<file path="config.mk">
export PLATFORM = sky130hd
export DESIGN_NAME = rvx10_mc_controller_flat
export DESIGN_NICKNAME = d
export VERILOG_FILES = /design/src/rtl/rvx10_mc_controller_if.sv /design/src/rtl/rvx10_mc_controller.sv /design/src/flat_wrapper.sv
export SDC_FILE = /design/constraint.sdc
export NUM_CORES = 1
export LEC_CHECK = 0
export CORE_MARGIN = 5
export CORE_UTILIZATION = 55
export CTS_CLUSTER_DIAMETER = 120
export DETAILED_ROUTE_END_ITERATION = 6
export DONT_BUFFER_PORTS = 1
export HOLD_SLACK_MARGIN = 0.06
export PLACE_DENSITY = 0.7
export SLEW_MARGIN = 40
export SYNTH_ARGS = -nofsm -noshare
export SYNTH_HDL_FRONTEND = slang
export SYNTH_SLANG_ARGS = --single-unit
</file>
<file path="constraint.sdc">
create_clock -name clk -period 2.5 [get_ports clk]
set_clock_uncertainty 0.15 [all_clocks]
set_input_delay 0.5 -clock clk [delete_from_list [all_inputs] [get_ports clk]]
set_output_delay 0.5 -clock clk [all_outputs]
set_load 0.02 [all_outputs]
</file>
<file path="src/rtl/rvx10_mc_controller_if.sv">
// Control bundle between the RVX10 multicycle controller and its datapath.
// The master side is the controller; the slave side is the datapath.
interface rvx10_mc_controller_if #(
    parameter int ALU_W = 4
);
    logic [6:0]       op;
    logic [2:0]       funct3;
    logic             funct7b5;
    logic [1:0]       funct7lo;
    logic             Zero;
    logic             mem_ready;
    logic             PCWrite;
    logic             AdrSrc;
    logic             MemWrite;
    logic             IRWrite;
    logic [1:0]       ResultSrc;
    logic [1:0]       ALUSrcA;
    logic [1:0]       ALUSrcB;
    logic [1:0]       ImmSrc;
    logic             RegWrite;
    logic [ALU_W-1:0] ALUControl;
    logic [3:0]       state_o;
    logic             retire;

    modport master (
        input  op, funct3, funct7b5, funct7lo, Zero, mem_ready,
        output PCWrite, AdrSrc, MemWrite, IRWrite, ResultSrc, ALUSrcA, ALUSrcB,
               ImmSrc, RegWrite, ALUControl, state_o, retire
    );

    modport slave (
        output op, funct3, funct7b5, funct7lo, Zero, mem_ready,
        input  PCWrite, AdrSrc, MemWrite, IRWrite, ResultSrc, ALUSrcA, ALUSrcB,
               ImmSrc, RegWrite, ALUControl, state_o, retire
    );
endinterface

</file>
<file path="src/rtl/rvx10_mc_controller.sv">
// Multicycle control FSM for the shared RVX10 datapath (RV32I subset + custom-0).
// Define RVX10_ILLEGAL_TRAP_EN to lock illegal instructions in TRAP instead of treating them as NOPs.
module rvx10_mc_controller #(
    parameter logic FETCH_ADR_SEL = 1'b0,
    parameter int   ALU_W         = 4
) (
    input logic                   clk,
    input logic                   reset,
    rvx10_mc_controller_if.master bus
);

    typedef enum logic [3:0] {
        FETCH    = 4'd0,
        DECODE   = 4'd1,
        MEMADR   = 4'd2,
        MEMREAD  = 4'd3,
        MEMWB    = 4'd4,
        MEMWRITE = 4'd5,
        EXECR    = 4'd6,
        EXECI    = 4'd7,
        ALUWB    = 4'd8,
        BEQ      = 4'd9,
        JAL      = 4'd10,
        TRAP     = 4'd11
    } state_t;

    localparam logic [6:0] OP_LW  = 7'b0000011;
    localparam logic [6:0] OP_SW  = 7'b0100011;
    localparam logic [6:0] OP_R   = 7'b0110011;
    localparam logic [6:0] OP_X   = 7'b0001011;
    localparam logic [6:0] OP_I   = 7'b0010011;
    localparam logic [6:0] OP_BEQ = 7'b1100011;
    localparam logic [6:0] OP_JAL = 7'b1101111;

    localparam logic [ALU_W-1:0] ALU_ADD  = 4'b0000;
    localparam logic [ALU_W-1:0] ALU_SUB  = 4'b0001;
    localparam logic [ALU_W-1:0] ALU_AND  = 4'b0010;
    localparam logic [ALU_W-1:0] ALU_OR   = 4'b0011;
    localparam logic [ALU_W-1:0] ALU_SLT  = 4'b0101;
    localparam logic [ALU_W-1:0] ALU_ANDN = 4'b0110;
    localparam logic [ALU_W-1:0] ALU_ORN  = 4'b0111;
    localparam logic [ALU_W-1:0] ALU_XNOR = 4'b1000;
    localparam logic [ALU_W-1:0] ALU_MIN  = 4'b1001;
    localparam logic [ALU_W-1:0] ALU_MAX  = 4'b1010;
    localparam logic [ALU_W-1:0] ALU_MINU = 4'b1011;
    localparam logic [ALU_W-1:0] ALU_MAXU = 4'b1100;
    localparam logic [ALU_W-1:0] ALU_ROL  = 4'b1101;
    localparam logic [ALU_W-1:0] ALU_ROR  = 4'b1110;
    localparam logic [ALU_W-1:0] ALU_ABS  = 4'b1111;

    state_t           state, next;
    logic [ALU_W-1:0] xalu, balu, execalu;
    logic             xvalid, illegal;

    // custom-0 group decode; xvalid also feeds the illegal-instruction check in DECODE
    always_comb begin
        xalu   = ALU_ADD;
        xvalid = 1'b1;
        case ({bus.funct7lo, bus.funct3})
            5'b00_000: xalu = ALU_ANDN;
            5'b00_001: xalu = ALU_ORN;
            5'b00_010: xalu = ALU_XNOR;
            5'b01_000: xalu = ALU_MIN;
            5'b01_001: xalu = ALU_MAX;
            5'b01_010: xalu = ALU_MINU;
            5'b01_011: xalu = ALU_MAXU;
            5'b10_000: xalu = ALU_ROL;
            5'b10_001: xalu = ALU_ROR;
            5'b10_010: xalu = ALU_ABS;
            default:   xvalid = 1'b0;
        endcase
    end

    // base RV32I ALU decode; bit 30 only means sub for register-register ops
    always_comb begin
        balu = ALU_ADD;
        case (bus.funct3)
            3'b000:  if (bus.funct7b5 && (bus.op == OP_R)) balu = ALU_SUB;
            3'b010:  balu = ALU_SLT;
            3'b110:  balu = ALU_OR;
            3'b111:  balu = ALU_AND;
            default: balu = ALU_ADD;
        endcase
    end

    assign execalu = (bus.op == OP_X) ? xalu : balu;

    always_ff @(posedge clk) begin
        if (!reset) state <= FETCH;
        else        state <= next;
    end

    // Moore output decode plus the few Mealy terms driven by mem_ready and Zero
    always_comb begin
        next           = state;
        illegal        = 1'b0;
        bus.PCWrite    = 1'b0;
        bus.AdrSrc     = 1'b0;
        bus.MemWrite   = 1'b0;
        bus.IRWrite    = 1'b0;
        bus.ResultSrc  = 2'b00;
        bus.ALUSrcA    = 2'b00;
        bus.ALUSrcB    = 2'b00;
        bus.ImmSrc     = 2'b00;
        bus.RegWrite   = 1'b0;
        bus.ALUControl = ALU_ADD;
        bus.retire     = 1'b0;
        bus.state_o    = state;
        case (state)
            FETCH: begin
                bus.AdrSrc    = FETCH_ADR_SEL;
                bus.ALUSrcB   = 2'b10;
                bus.ResultSrc = 2'b10;
                bus.IRWrite   = bus.mem_ready;
                bus.PCWrite   = bus.mem_ready;
                if (bus.mem_ready) next = DECODE;
            end
            DECODE: begin
                bus.ALUSrcA = 2'b01;
                bus.ALUSrcB = 2'b01;
                bus.ImmSrc  = 2'b10;
                case (bus.op)
                    OP_LW, OP_SW: next = MEMADR;
                    OP_R:         next = EXECR;
                    OP_X:         if (xvalid) next = EXECR; else illegal = 1'b1;
                    OP_I:         next = EXECI;
                    OP_BEQ:       next = BEQ;
                    OP_JAL:       next = JAL;
                    default:      illegal = 1'b1;
                endcase
                if (illegal) begin
`ifdef RVX10_ILLEGAL_TRAP_EN
                    next = TRAP;
`else
                    next       = FETCH;
                    bus.retire = 1'b1;
`endif
                end
            end
            MEMADR: begin
                bus.ALUSrcA = 2'b10;
                bus.ALUSrcB = 2'b01;
                bus.ImmSrc  = (bus.op == OP_SW) ? 2'b01 : 2'b00;
                next        = (bus.op == OP_SW) ? MEMWRITE : MEMREAD;
            end
            MEMREAD: begin
                bus.AdrSrc = ~FETCH_ADR_SEL;
                if (bus.mem_ready) next = MEMWB;
            end
            MEMWB: begin
                bus.ResultSrc = 2'b01;
                bus.RegWrite  = 1'b1;
                bus.retire    = 1'b1;
                next          = FETCH;
            end
            MEMWRITE: begin
                bus.AdrSrc   = ~FETCH_ADR_SEL;
                bus.MemWrite = 1'b1;
                if (bus.mem_ready) begin
                    bus.retire = 1'b1;
                    next       = FETCH;
                end
            end
            EXECR: begin
                bus.ALUSrcA    = 2'b10;
                bus.ALUControl = execalu;
                next           = ALUWB;
            end
            EXECI: begin
                bus.ALUSrcA    = 2'b10;
                bus.ALUSrcB    = 2'b01;
                bus.ALUControl = execalu;
                next           = ALUWB;
            end
            ALUWB: begin
                bus.RegWrite = 1'b1;
                bus.retire   = 1'b1;
                next         = FETCH;
            end
            BEQ: begin
                bus.ALUSrcA    = 2'b10;
                bus.ALUControl = ALU_SUB;
                bus.PCWrite    = bus.Zero;
                bus.retire     = 1'b1;
                next           = FETCH;
            end
            JAL: begin
                bus.ALUSrcA = 2'b01;
                bus.ALUSrcB = 2'b10;
                bus.PCWrite = 1'b1;
                next        = ALUWB;
            end
            TRAP:    next = TRAP;
            default: next = FETCH;
        endcase
        if (!reset) begin
            next           = FETCH;
            bus.PCWrite    = 1'b0;
            bus.AdrSrc     = 1'b0;
            bus.MemWrite   = 1'b0;
            bus.IRWrite    = 1'b0;
            bus.ResultSrc  = 2'b00;
            bus.ALUSrcA    = 2'b00;
            bus.ALUSrcB    = 2'b00;
            bus.ImmSrc     = 2'b00;
            bus.RegWrite   = 1'b0;
            bus.ALUControl = ALU_ADD;
            bus.retire     = 1'b0;
            bus.state_o    = 4'd0;
        end
    end

endmodule

</file>
<file path="src/flat_wrapper.sv">
// flat-port wrapper written by rule: the top's interface ports become plain ports
module rvx10_mc_controller_flat 
#(
    parameter logic FETCH_ADR_SEL = 1'b0,
    parameter int   ALU_W         = 4
)
  (clk, reset, bus_op, bus_funct3, bus_funct7b5, bus_funct7lo, bus_Zero, bus_mem_ready, bus_PCWrite, bus_AdrSrc, bus_MemWrite, bus_IRWrite, bus_ResultSrc, bus_ALUSrcA, bus_ALUSrcB, bus_ImmSrc, bus_RegWrite, bus_ALUControl, bus_state_o, bus_retire);
  rvx10_mc_controller_if #(.ALU_W(ALU_W)) bus_i ();
  input logic clk;
  input logic reset;
  input wire logic [$bits(bus_i.op)-1:0] bus_op;
  input wire logic [$bits(bus_i.funct3)-1:0] bus_funct3;
  input wire logic [$bits(bus_i.funct7b5)-1:0] bus_funct7b5;
  input wire logic [$bits(bus_i.funct7lo)-1:0] bus_funct7lo;
  input wire logic [$bits(bus_i.Zero)-1:0] bus_Zero;
  input wire logic [$bits(bus_i.mem_ready)-1:0] bus_mem_ready;
  output wire logic [$bits(bus_i.PCWrite)-1:0] bus_PCWrite;
  output wire logic [$bits(bus_i.AdrSrc)-1:0] bus_AdrSrc;
  output wire logic [$bits(bus_i.MemWrite)-1:0] bus_MemWrite;
  output wire logic [$bits(bus_i.IRWrite)-1:0] bus_IRWrite;
  output wire logic [$bits(bus_i.ResultSrc)-1:0] bus_ResultSrc;
  output wire logic [$bits(bus_i.ALUSrcA)-1:0] bus_ALUSrcA;
  output wire logic [$bits(bus_i.ALUSrcB)-1:0] bus_ALUSrcB;
  output wire logic [$bits(bus_i.ImmSrc)-1:0] bus_ImmSrc;
  output wire logic [$bits(bus_i.RegWrite)-1:0] bus_RegWrite;
  output wire logic [$bits(bus_i.ALUControl)-1:0] bus_ALUControl;
  output wire logic [$bits(bus_i.state_o)-1:0] bus_state_o;
  output wire logic [$bits(bus_i.retire)-1:0] bus_retire;
  assign bus_i.op = bus_op;
  assign bus_i.funct3 = bus_funct3;
  assign bus_i.funct7b5 = bus_funct7b5;
  assign bus_i.funct7lo = bus_funct7lo;
  assign bus_i.Zero = bus_Zero;
  assign bus_i.mem_ready = bus_mem_ready;
  assign bus_PCWrite = bus_i.PCWrite;
  assign bus_AdrSrc = bus_i.AdrSrc;
  assign bus_MemWrite = bus_i.MemWrite;
  assign bus_IRWrite = bus_i.IRWrite;
  assign bus_ResultSrc = bus_i.ResultSrc;
  assign bus_ALUSrcA = bus_i.ALUSrcA;
  assign bus_ALUSrcB = bus_i.ALUSrcB;
  assign bus_ImmSrc = bus_i.ImmSrc;
  assign bus_RegWrite = bus_i.RegWrite;
  assign bus_ALUControl = bus_i.ALUControl;
  assign bus_state_o = bus_i.state_o;
  assign bus_retire = bus_i.retire;
  rvx10_mc_controller #(.FETCH_ADR_SEL(FETCH_ADR_SEL), .ALU_W(ALU_W)) u_core (.clk(clk), .reset(reset), .bus(bus_i));
endmodule
</file>
# Yosys cells after proc, flatten, opt, wreduce, memory -nomap -nowiden
# Cells that the tools add are included.
# totals
memories,0
elab_cells,95
reg_bits,4
latch_bits,0
ramBits,0
out_inout_bits,22
input_bits,17
romBits,0
# op_classes
reduce_logical,17
div,0
n_shift,0
n_bitwise,0
eq_ne,35
muxes,42
n_mul,0
n_lt_le_gt_ge,0
addsub,0
# op_table
op,count
4-bit one-hot mux with 10 select lines,1
4-bit two-way mux,8
4-bit one-hot mux with 7 select lines,1
4-bit one-hot mux with 6 select lines,1
"5-bit by 4-bit equality test with 1-bit output, second input constant",4
1-bit two-way mux,17
"4-bit by 3-bit equality test with 1-bit output, second input constant",4
"4-bit equality test, second input constant",4
2-bit one-hot mux with 2 select lines,4
"5-bit equality test, second input constant",3
"7-bit by 6-bit equality test with 1-bit output, second input constant",2
"7-bit equality test, second input constant",2
3-bit one-hot mux with 4 select lines,1
2-bit OR reduction,6
10-bit OR reduction,1
3-bit OR reduction,3
"4-bit by 2-bit equality test with 1-bit output, second input constant",2
2-bit two-way mux,4
"8-bit by 5-bit != test with 1-bit output, second input constant",1
4-bit one-hot mux with 2 select lines,1
"7-bit by 2-bit equality test with 1-bit output, second input constant",1
"7-bit by 4-bit equality test with 1-bit output, second input constant",1
"7-bit by 5-bit equality test with 1-bit output, second input constant",1
"3-bit equality test, second input constant",2
16 further kinds,19

# Depth between registers and ports, before layout
# Gate-level depths: netlist (run 1).
# depth
depth_word,9
ltp_mapped,6
ltp_nobuf,4

# Worst setup path before layout (run 1)
# Ideal clock, no wire load.
# synth_path
kind,in2out
startpoint,input port bus_funct3[1]
endpoint,output port bus_ALUControl[0]
t_required_ps,1850
path_buffers,1
t_arrival_ps,1914
cell_stages,5
path_slack_ps,-64
cell_sequence,clkbuf_1 or4b_1 o21ai_0 a21oi_1 a211oi_1
# synth_between
elab_chain_len,5
# synth_lines
item,line_no,text
from (decl),flat_wrapper.sv:12,input wire logic [$bits(bus_i.funct3)-1:0] bus_funct3;
"5-bit equality test, or another cell as far along",rvx10_mc_controller.sv:59,"case ({bus.funct7lo, bus.funct3})"
4-bit one-hot mux with 10 select lines or 3-bit one-hot mux with 4 select lines (tied branches),"rvx10_mc_controller.sv:59, rvx10_mc_controller.sv:77",
4-bit two-way mux *,rvx10_mc_controller.sv:86,assign execalu = (bus.op == OP_X) ? xalu : balu;
4-bit one-hot mux with 2 select lines *,rvx10_mc_controller.sv:109,case (state)
4-bit two-way mux *,rvx10_mc_controller.sv:196,if (!reset) begin
to (decl),flat_wrapper.sv:26,output wire logic [$bits(bus_i.ALUControl)-1:0] bus_ALUControl;
# Mark *: on every way between the ends. The rest lies on a longest branch, timed or not.

# Worst setup path after layout (run 1)
# layout_path
startpoint,input port bus_op[4]
endpoint,output port bus_ALUControl[1]
# layout_between
elab_chain_len,4
# layout_lines
item,line_no,text
from (decl),flat_wrapper.sv:11,input wire logic [$bits(bus_i.op)-1:0] bus_op;
7-bit by 4-bit equality test with 1-bit output,rvx10_mc_controller.sv:86,
4-bit two-way mux,rvx10_mc_controller.sv:86,
4-bit one-hot mux with 2 select lines,rvx10_mc_controller.sv:109,
4-bit two-way mux,rvx10_mc_controller.sv:196,
# No other way between the ends.

==> impl_metrics.toml, run 1 <==
[routing]
drtAntennaViolNets = 0
wl_mm = 2.73
first_iter_violations = 29
wl_per_cell_um = 17.0
vias_per_cell = 6.53
firstDrtPassIters = 5
drc = 0
vias = 1051

[logic_synthesis]
synth.most_common_cell = "nor2_1"
synth_nets = 154
synth_top_area_cell = "dfxtp_1"
synthFlopType = "dfxtp_1"
yosysTopAreaCellShare_pct = 8.49
synth.area.top_cells = "dfxtp_1 8.5%, a21oi_1 6.4%, nor2_1 5.2%"
synth_cells = 137
synthTopCellsByCount = "13 x nor2_1, 12 x a21oi_1, 10 x nand2_1, 6 x nand3_1"
synthesis.area_um2 = 943
postSynthAreaPerCell_um2 = 6.89
synth_warnings = 0
ys_ff_latch = 4
postSynth.asyncResetShare_pct = 0
ys_types = 56
ys_seq_area_share_pct = 8.49
synth_edf_count = 0

[placed_design]
place_congestion = 0.909
dpl.hpwl_mm = 2.11
io_buffers = 0
dp_cells = 158
dpl_cell_area_um2 = 1010

[final_layout]
fillCellCount = 172
multi_input_area_um2 = 806
top_regs = "u_core.state: 4 flops"
drive_gt1_share_pct = 20.8
finalCoreUtilization_pct = 62.2
diodes = 0
final_area_um2 = 1040
syn2layout_area_growth_pct = 10.2
max_flop_register = "u_core.state"
num-nets-final = 163
layout.area.seq_um2 = 81.3
fin_cells = 161
largest_reg_flops = 4

[clock_network]
clock_path_buffers = 2
cts.sinks = 4
htree_levels = 1
cts_buffers = 3
clk_latency_ps = 250
cts_hold_buf = 0
cts_tree = "yes"
cts_setup_buffers = 0
cts_resized = 0
cts_root_buffer = "clkbuf_4"
clk_pin_slew_ps = 30

[timing]
fin_crit_sh_pct = 97.2
clock.fmax_ghz = 0.411
worst_pin_slew_ps = 455
setup_viol = 0
rsz0062_at_grt = "false"
slew_violations = 0
fin_crit_ps = 2430
holdWs_ps = 284
maxSlewHeadroom_pct = 68.8
tns_ps = 0
finalHoldViolations = 0

[grt]
grt_pass1_vias = 974
grt_max_degree = 21
grt_pass1_wl_mm = 4.44
grt-ovfl-total = 0
track_usage_pct = 22.1
antenna_found_initial = 0

[floorplanning]
row_count = 15
core-area_um2 = 1670
die_h_um = 51.4
dieArea_um2 = 2640
die_w_um = 51.4
initial_core_util_pct = 56.5
ios = 39

[critical_path]
critPathCapture = "bus_ALUControl[1]"
ff2ff_path_depth = 5
worst-setup-path-type = "input pin to primary output"
setup.worst_path.end_class = "primary output"
crit_path_max_fanout = 7
start_kind = "input pin"
crit_path_start = "bus_op[4]"
crit_required_ps = 1850
cp_data_arrival_time_ps = 1780
r2r-start = "u_core.state[3]$_SDFFE_PN0P_"
crit-reg2reg-capture = "u_core.state[0]$_SDFFE_PN0P_"
reg2reg_setup_slack_ps = 760

[power]
p_per_area_nw_per_um2 = 236
leakage_nw = 0.395
ir_drop_mv = 0.147

[job]
maxCapViolCount = 0

[status]
status = "finished clean"

[worst_hold_path]
hold_path_class = "input pin to flip-flop"
==> worst min path at each step <==
stage	startpoint	endpoint	depth (start not counted)
after global routing	reset	u_core.state[0]$_SDFFE_PN0P_	2
final	reset	u_core.state[0]$_SDFFE_PN0P_	2
after CTS	reset	u_core.state[0]$_SDFFE_PN0P_	2
after floorplan	u_core.state[2]$_SDFFE_PN0P_	u_core.state[0]$_SDFFE_PN0P_	3
after global placement	reset	u_core.state[0]$_SDFFE_PN0P_	2
after detailed placement	reset	u_core.state[0]$_SDFFE_PN0P_	2
==> logic make-up after synthesis <==
family	Yosys count	synth area share, %
AOI/OAI and AO/OA	40	29.7
xor gates and xnor gates	4	3.71
buffers and inverters	13	7.16
DFF	4	8.49
muxes	1	1.59
and+or+nand+nor	75	49.3
==> per-stage QoR <==
stage / power [mW] / setup slack [ps]
2_1_floorplan: 0.144 / 11.2
4_1_cts: 0.248 / 60.2
3_5_place_dp: 0.160 / 91.9
6_report: 0.245 / 69.8
3_3_place_gp: 0.158 / 166
5_1_grt: 0.263 / 25.8
==> critical path: stages <==
cell and delay, ps:
nor3_1 310, nand2_2 100, a2111o_1 390, a311oi_1 290, buf_4 190
==> metal layers <==
layer	GRT usage [%]	vias up	wire length, um	part of all wire, %
met1	23.4	479	1120	41
met3	7.87	6	188	6.9
met2	39.6	33	1390	51
met4	7.86	0	38	1.4
li1	-	533	-	-
met5	0	-	0	0
==> placed cells by master, fill, tap and decap left out, drive strengths merged, types with 4 or more instances in the layout <==
cell type / n
or3: 6
dfxtp: 4
o21ai: 5
nor2: 13
inv: 5
a211oi: 4
a21oi: 12
buf: 12
nand3: 6
nor3: 5
nor2b: 5
nand2: 11
==> where the power goes <==
| part | leakage [nW] | internal (mW) | switching [mW] |
|---|---|---|---|
| Sequential | 0.0330 | 0.0661 | 0.00472 |
| Combinational | 0.349 | 0.0372 | 0.0523 |
| Clock | 0.0138 | 0.0540 | 0.0311 |
==> area by class of cell <==
type / instances / share of cell area [%]
clock buffer: 3 / 2.17
inverter: 5 / 1.81
multi-input combinational: 120 / 77.5
sequential: 4 / 7.82
tap: 17 / 2.05
timing repair buffer: 12 / 8.66
No activity file was read; power rests on OpenSTA's default activity.
==> run 2: changes to the inputs <==
clock period = 3.1 ns   (was 2.5 ns; I/O delays follow)
==> run 2 against run 1 <==
Net effect: sequential power is 16% lower; register-to-register slack better by 420 ps; wire length down 5.5%; non-clock buffer count decreased by 5; global-route usage fell by 1.0 points; total power is 23% lower; hold slack better by 120 ps; critical path depth unchanged; critical endpoint is now bus_ALUControl[0]; largest power group is now clock.
==> impl_metrics.toml, run 2 (same netlist as run 1, synthesis figures left out) <==
[clock_network]
cts.sinks = 4
htree_levels = 1
clk_pin_slew_ps = 40
cts_resized = 0
cts_hold_buf = 0
cts_buffers = 3
cts_root_buffer = "clkbuf_4"
cts_setup_buffers = 0
clock_path_buffers = 2
clk_latency_ps = 240
cts_tree = "yes"

[grt]
grt-ovfl-total = 0
use_met3_pct = 6.12
grt_max_degree = 21
antenna_found_initial = 0
met2_usage_pct = 36.9
grt_pass1_wl_mm = 4.42
grt_pass1_vias = 1035
busiest_layer = "met2"
track_usage_pct = 21.0
grt_use_met1_pct = 23.2

[worst_hold_path]
hold_path_class = "input pin to flip-flop"
hold_start = "reset"

[timing]
rsz0062_at_grt = "false"
fin_crit_sh_pct = 88.6
tns_ps = 0
fin_crit_ps = 2750
worst_pin_slew_ps = 764
finalHoldViolations = 0
maxSlewHeadroom_pct = 48.9
slew_violations = 0
clock.fmax_ghz = 0.364
setup_viol = 0

[placed_design]
place_congestion = 0.798
io_buffers = 0
dpl.hpwl_mm = 2.04
dpl_cell_area_um2 = 968

[routing]
drc = 0
wl_per_cell_um = 16.6
drtAntennaViolNets = 0
first_iter_violations = 14
vias = 1049
wl_mm = 2.58
firstDrtPassIters = 4
vias_per_cell = 6.72

[power]
p_per_area_nw_per_um2 = 191
leakage_nw = 0.367
ir_drop_mv = 0.138

[final_layout]
diodes = 0
max_flop_register = "u_core.state"
final_area_um2 = 991
num-nets-final = 158
final_common_cell = "nor2_1"
syn2layout_area_growth_pct = 5.04
top_regs = "u_core.state: 4 flops"
drive_gt1_share_pct = 15.8
layout_common_cells = "13 x nor2_1, 12 x a21oi_1, 10 x nand2_1"
largest_reg_flops = 4

[critical_path]
crit_required_ps = 2330
crit_slowest_cell = "dfxtp_1"
reg2reg_setup_slack_ps = 1180
setup.worst_path.end_class = "primary output"
path_cells = "nand2b_1 > nor3b_1 > a21oi_1 > a211oi_1 > buf_4"
start_kind = "flip-flop"
cpPeakStageDelay_ps = 610
r2r-start = "u_core.state[1]$_SDFFE_PN0P_"
critical_path_buf_inv_count = 1
crit_path_max_fanout = 16
cp_data_arrival_time_ps = 1980
worst-setup-path-type = "flip-flop to primary output"
crit_path_start = "u_core.state[0]$_SDFFE_PN0P_"
cp_top_family = "flip-flops"

[job]
maxCapViolCount = 0

[floorplanning]
dieArea_um2 = 2640
die_h_um = 51.4
initial_core_util_pct = 56.5
ios = 39
row_count = 15
die_w_um = 51.4
core-area_um2 = 1670

[status]
status = "finished clean"
run 2: cell count changes in the layout (fill, tap and decap cells not counted):
| cell | delta |
|---|---|
| a211oi_1 | +1 |
| a211oi_2 | -1 |
| buf_4 | -5 |
| dfxtp_1 | +1 |
| dfxtp_2 | -1 |
| nor3b_1 | +1 |
| nor3b_2 | -1 |
run 2: area by class of cell:
type	count	area (um^2)
Multi-Input combinational cell	120	796
Clock buffer	3	22.5
Fill cell	158	679
Sequential cell	4	80.1
Tap cell	17	21.3
Timing Repair Buffer	7	52.6
Inverter	5	18.8
run 2: path summary, 6_finish.rpt:
kind	cells past startpoint	end
setup / recovery	5	bus_ALUControl[0]
hold / removal	2	u_core.state[0]$_SDFFE_PN0P_
setup reg to reg	3	u_core.state[2]$_SDFFE_PN0P_
hold reg to reg	3	u_core.state[0]$_SDFFE_PN0P_
run 2: layer usage:
metal	wire [um]	up-vias	part of all wire (%)
li1	-	528	-
met1	1040	468	40
met2	1270	45	49
met3	209	8	8.1
met4	57	0	2.2
met5	0	-	0
run 2: report_power, final:
group          internal (mW)  switching (mW)
registers             0.0533         0.00595
logic                 0.0260          0.0380
clock network         0.0434          0.0226
run 2: worst register-to-register path, delay by kind of cell (launching register included):
kind,cells,cell delay (ps)
AO/OA/AOI/OAI,1,160
AND/OR/NAND/NOR,2,840
flip-flops,1,700
run 2: through the flow:
stage | util, % | hold slack [ps] | std cells | worst slack (ps) | power (mW)
2_1_floorplan | - | 459 | 137 | 296 | 0.116
3_5_place_dp | 58.0 | 457 | 153 | 439 | 0.124
6_report | 59.3 | 402 | 156 | 352 | 0.189
4_1_cts | 59.3 | 402 | 156 | 398 | 0.190
3_3_place_gp | 58.0 | 451 | 153 | 505 | 0.122
5_1_grt | 59.3 | 424 | 156 | 199 | 0.201
==> run 3: changes to the inputs <==
clock period = 2.8 ns   (was 3.1 ns; I/O delays follow)
==> run 3 against run 2 <==
Net effect: utilization is 1.8 points higher; via count is 2.0% higher; sequential cell count stayed put; die area stayed put; register-to-register slack worse by 290 ps; combinational power is 26% higher; sequential share of layout area is 0.24 points lower; setup slack worse by 90 ps; highest routed layer is now met3; critical path depth is 1 lower.
==> impl_metrics.toml, run 3 (same netlist as run 1, synthesis figures left out) <==
[clock_network]
cts_tree = "yes"
htree_levels = 1
cts_setup_buffers = 0
cts.sinks = 4
cts_root_buffer = "clkbuf_4"
cts_buffers = 3
cts_resized = 0
clk_latency_ps = 240
clock_path_buffers = 2
cts_hold_buf = 0
clk_pin_slew_ps = 40

[critical_path]
crit_required_ps = 2090
start_kind = "flip-flop"
cp_data_arrival_time_ps = 1830
path_cells = "nor3b_1 > a21oi_1 > a211oi_1 > buf_4"
cpPeakStageDelay_ps = 660
critical_path_buf_inv_count = 1
crit_path_max_fanout = 18
cp_top_family = "flip-flops"
crit_slowest_cell = "dfxtp_1"
worst-setup-path-type = "flip-flop to primary output"
setup.worst_path.end_class = "primary output"

[routing]
firstDrtPassIters = 4
vias = 1070
drtAntennaViolNets = 0
wl_met2_mm = 1.41
wl_met3_um = 187
highest_layer = "met3"
wl_per_cell_um = 17.0
wl_mm = 2.72
vias_per_cell = 6.69
drc = 0
wl_met1_mm = 1.12
first_iter_violations = 35

[floorplanning]
ios = 39
die_h_um = 51.4
core-area_um2 = 1670
dieArea_um2 = 2640
die_w_um = 51.4
initial_core_util_pct = 56.5
row_count = 15

[final_layout]
fillCellCount = 167
finalCoreUtilization_pct = 61.1
largest_reg_flops = 4
max_flop_register = "u_core.state"
diodes = 0
final_area_um2 = 1020
drive_gt1_share_pct = 18.2
num-nets-final = 162
fin_cells = 160
syn2layout_area_growth_pct = 8.22
layout_common_cells = "13 x nor2_1, 12 x a21oi_1, 11 x buf_4"
final_common_cell = "nor2_1"
top_regs = "u_core.state: 4 flops"

[timing]
setup_viol = 0
holdWs_ps = 357
fin_crit_ps = 2540
tns_ps = 0
fin_crit_sh_pct = 90.6
maxSlewHeadroom_pct = 59.9
finalHoldViolations = 0
worst_pin_slew_ps = 601
clock.fmax_ghz = 0.394
rsz0062_at_grt = "false"
slew_violations = 0

[grt]
grt-ovfl-total = 0
grt_max_degree = 21
grt_pass1_vias = 982
antenna_found_initial = 0
track_usage_pct = 20.5
grt_pass1_wl_mm = 4.33

[placed_design]
dpl.hpwl_mm = 2.13
dpl_cell_area_um2 = 998
place_congestion = 0.912
dp_cells = 157
io_buffers = 0

[worst_hold_path]
hold_path_class = "input pin to flip-flop"

[job]
maxCapViolCount = 0

[power]
leakage_nw = 0.388
p_per_area_nw_per_um2 = 210
ir_drop_mv = 0.168

[status]
status = "finished clean"
[run 3: through the flow]
stage | setup WS (ps) | total power [mW]
floorplan | 116 | 0.129
global placement | 346 | 0.141
detailed placement | 289 | 0.142
CTS | 252 | 0.217
global route | 89.7 | 0.230
finish | 263 | 0.215
[run 3: worst paths after layout]
| check | from | end | slack (ps) | cells past startpoint |
|---|---|---|---|---|
| worst max-delay path | u_core.state[3]$_SDFFE_PN0P_ | bus_ALUControl[0] | 260 | 4 |
| worst min-delay path | reset | u_core.state[0]$_SDFFE_PN0P_ | 360 | 2 |
| worst max register to register | u_core.state[1]$_SDFFE_PN0P_ | u_core.state[2]$_SDFFE_PN0P_ | 890 | 3 |
| worst min register to register | u_core.state[0]$_SDFFE_PN0P_ | u_core.state[3]$_SDFFE_PN0P_ | 640 | 3 |
[run 3: area by class of cell]
| cell class | instances | area (um^2) | area share [%] |
|---|---|---|---|
| inverters | 5 | 18.8 | 1.84 |
| multi-input cells | 120 | 796 | 77.9 |
| repair buffers | 11 | 82.6 | 8.09 |
| flip-flops and latches | 4 | 80.1 | 7.84 |
| clock buffers | 3 | 22.5 | 2.21 |
| well taps | 17 | 21.3 | 2.08 |
[run 3: report_power, final]
| group | leakage (nW) | internal [mW] | switching [mW] |
|---|---|---|---|
| Sequential | 0.0325 | 0.0590 | 0.00209 |
| Combinational | 0.342 | 0.0331 | 0.0475 |
| Clock | 0.0138 | 0.0480 | 0.0249 |
[run 3: metal layers]
metal | global-route usage (%) | vias to the layer above
met5 | 0 | -
met2 | 39.2 | 37
li1 | - | 533
met4 | 2.18 | 0
met3 | 5.25 | 0
met1 | 23.0 | 500
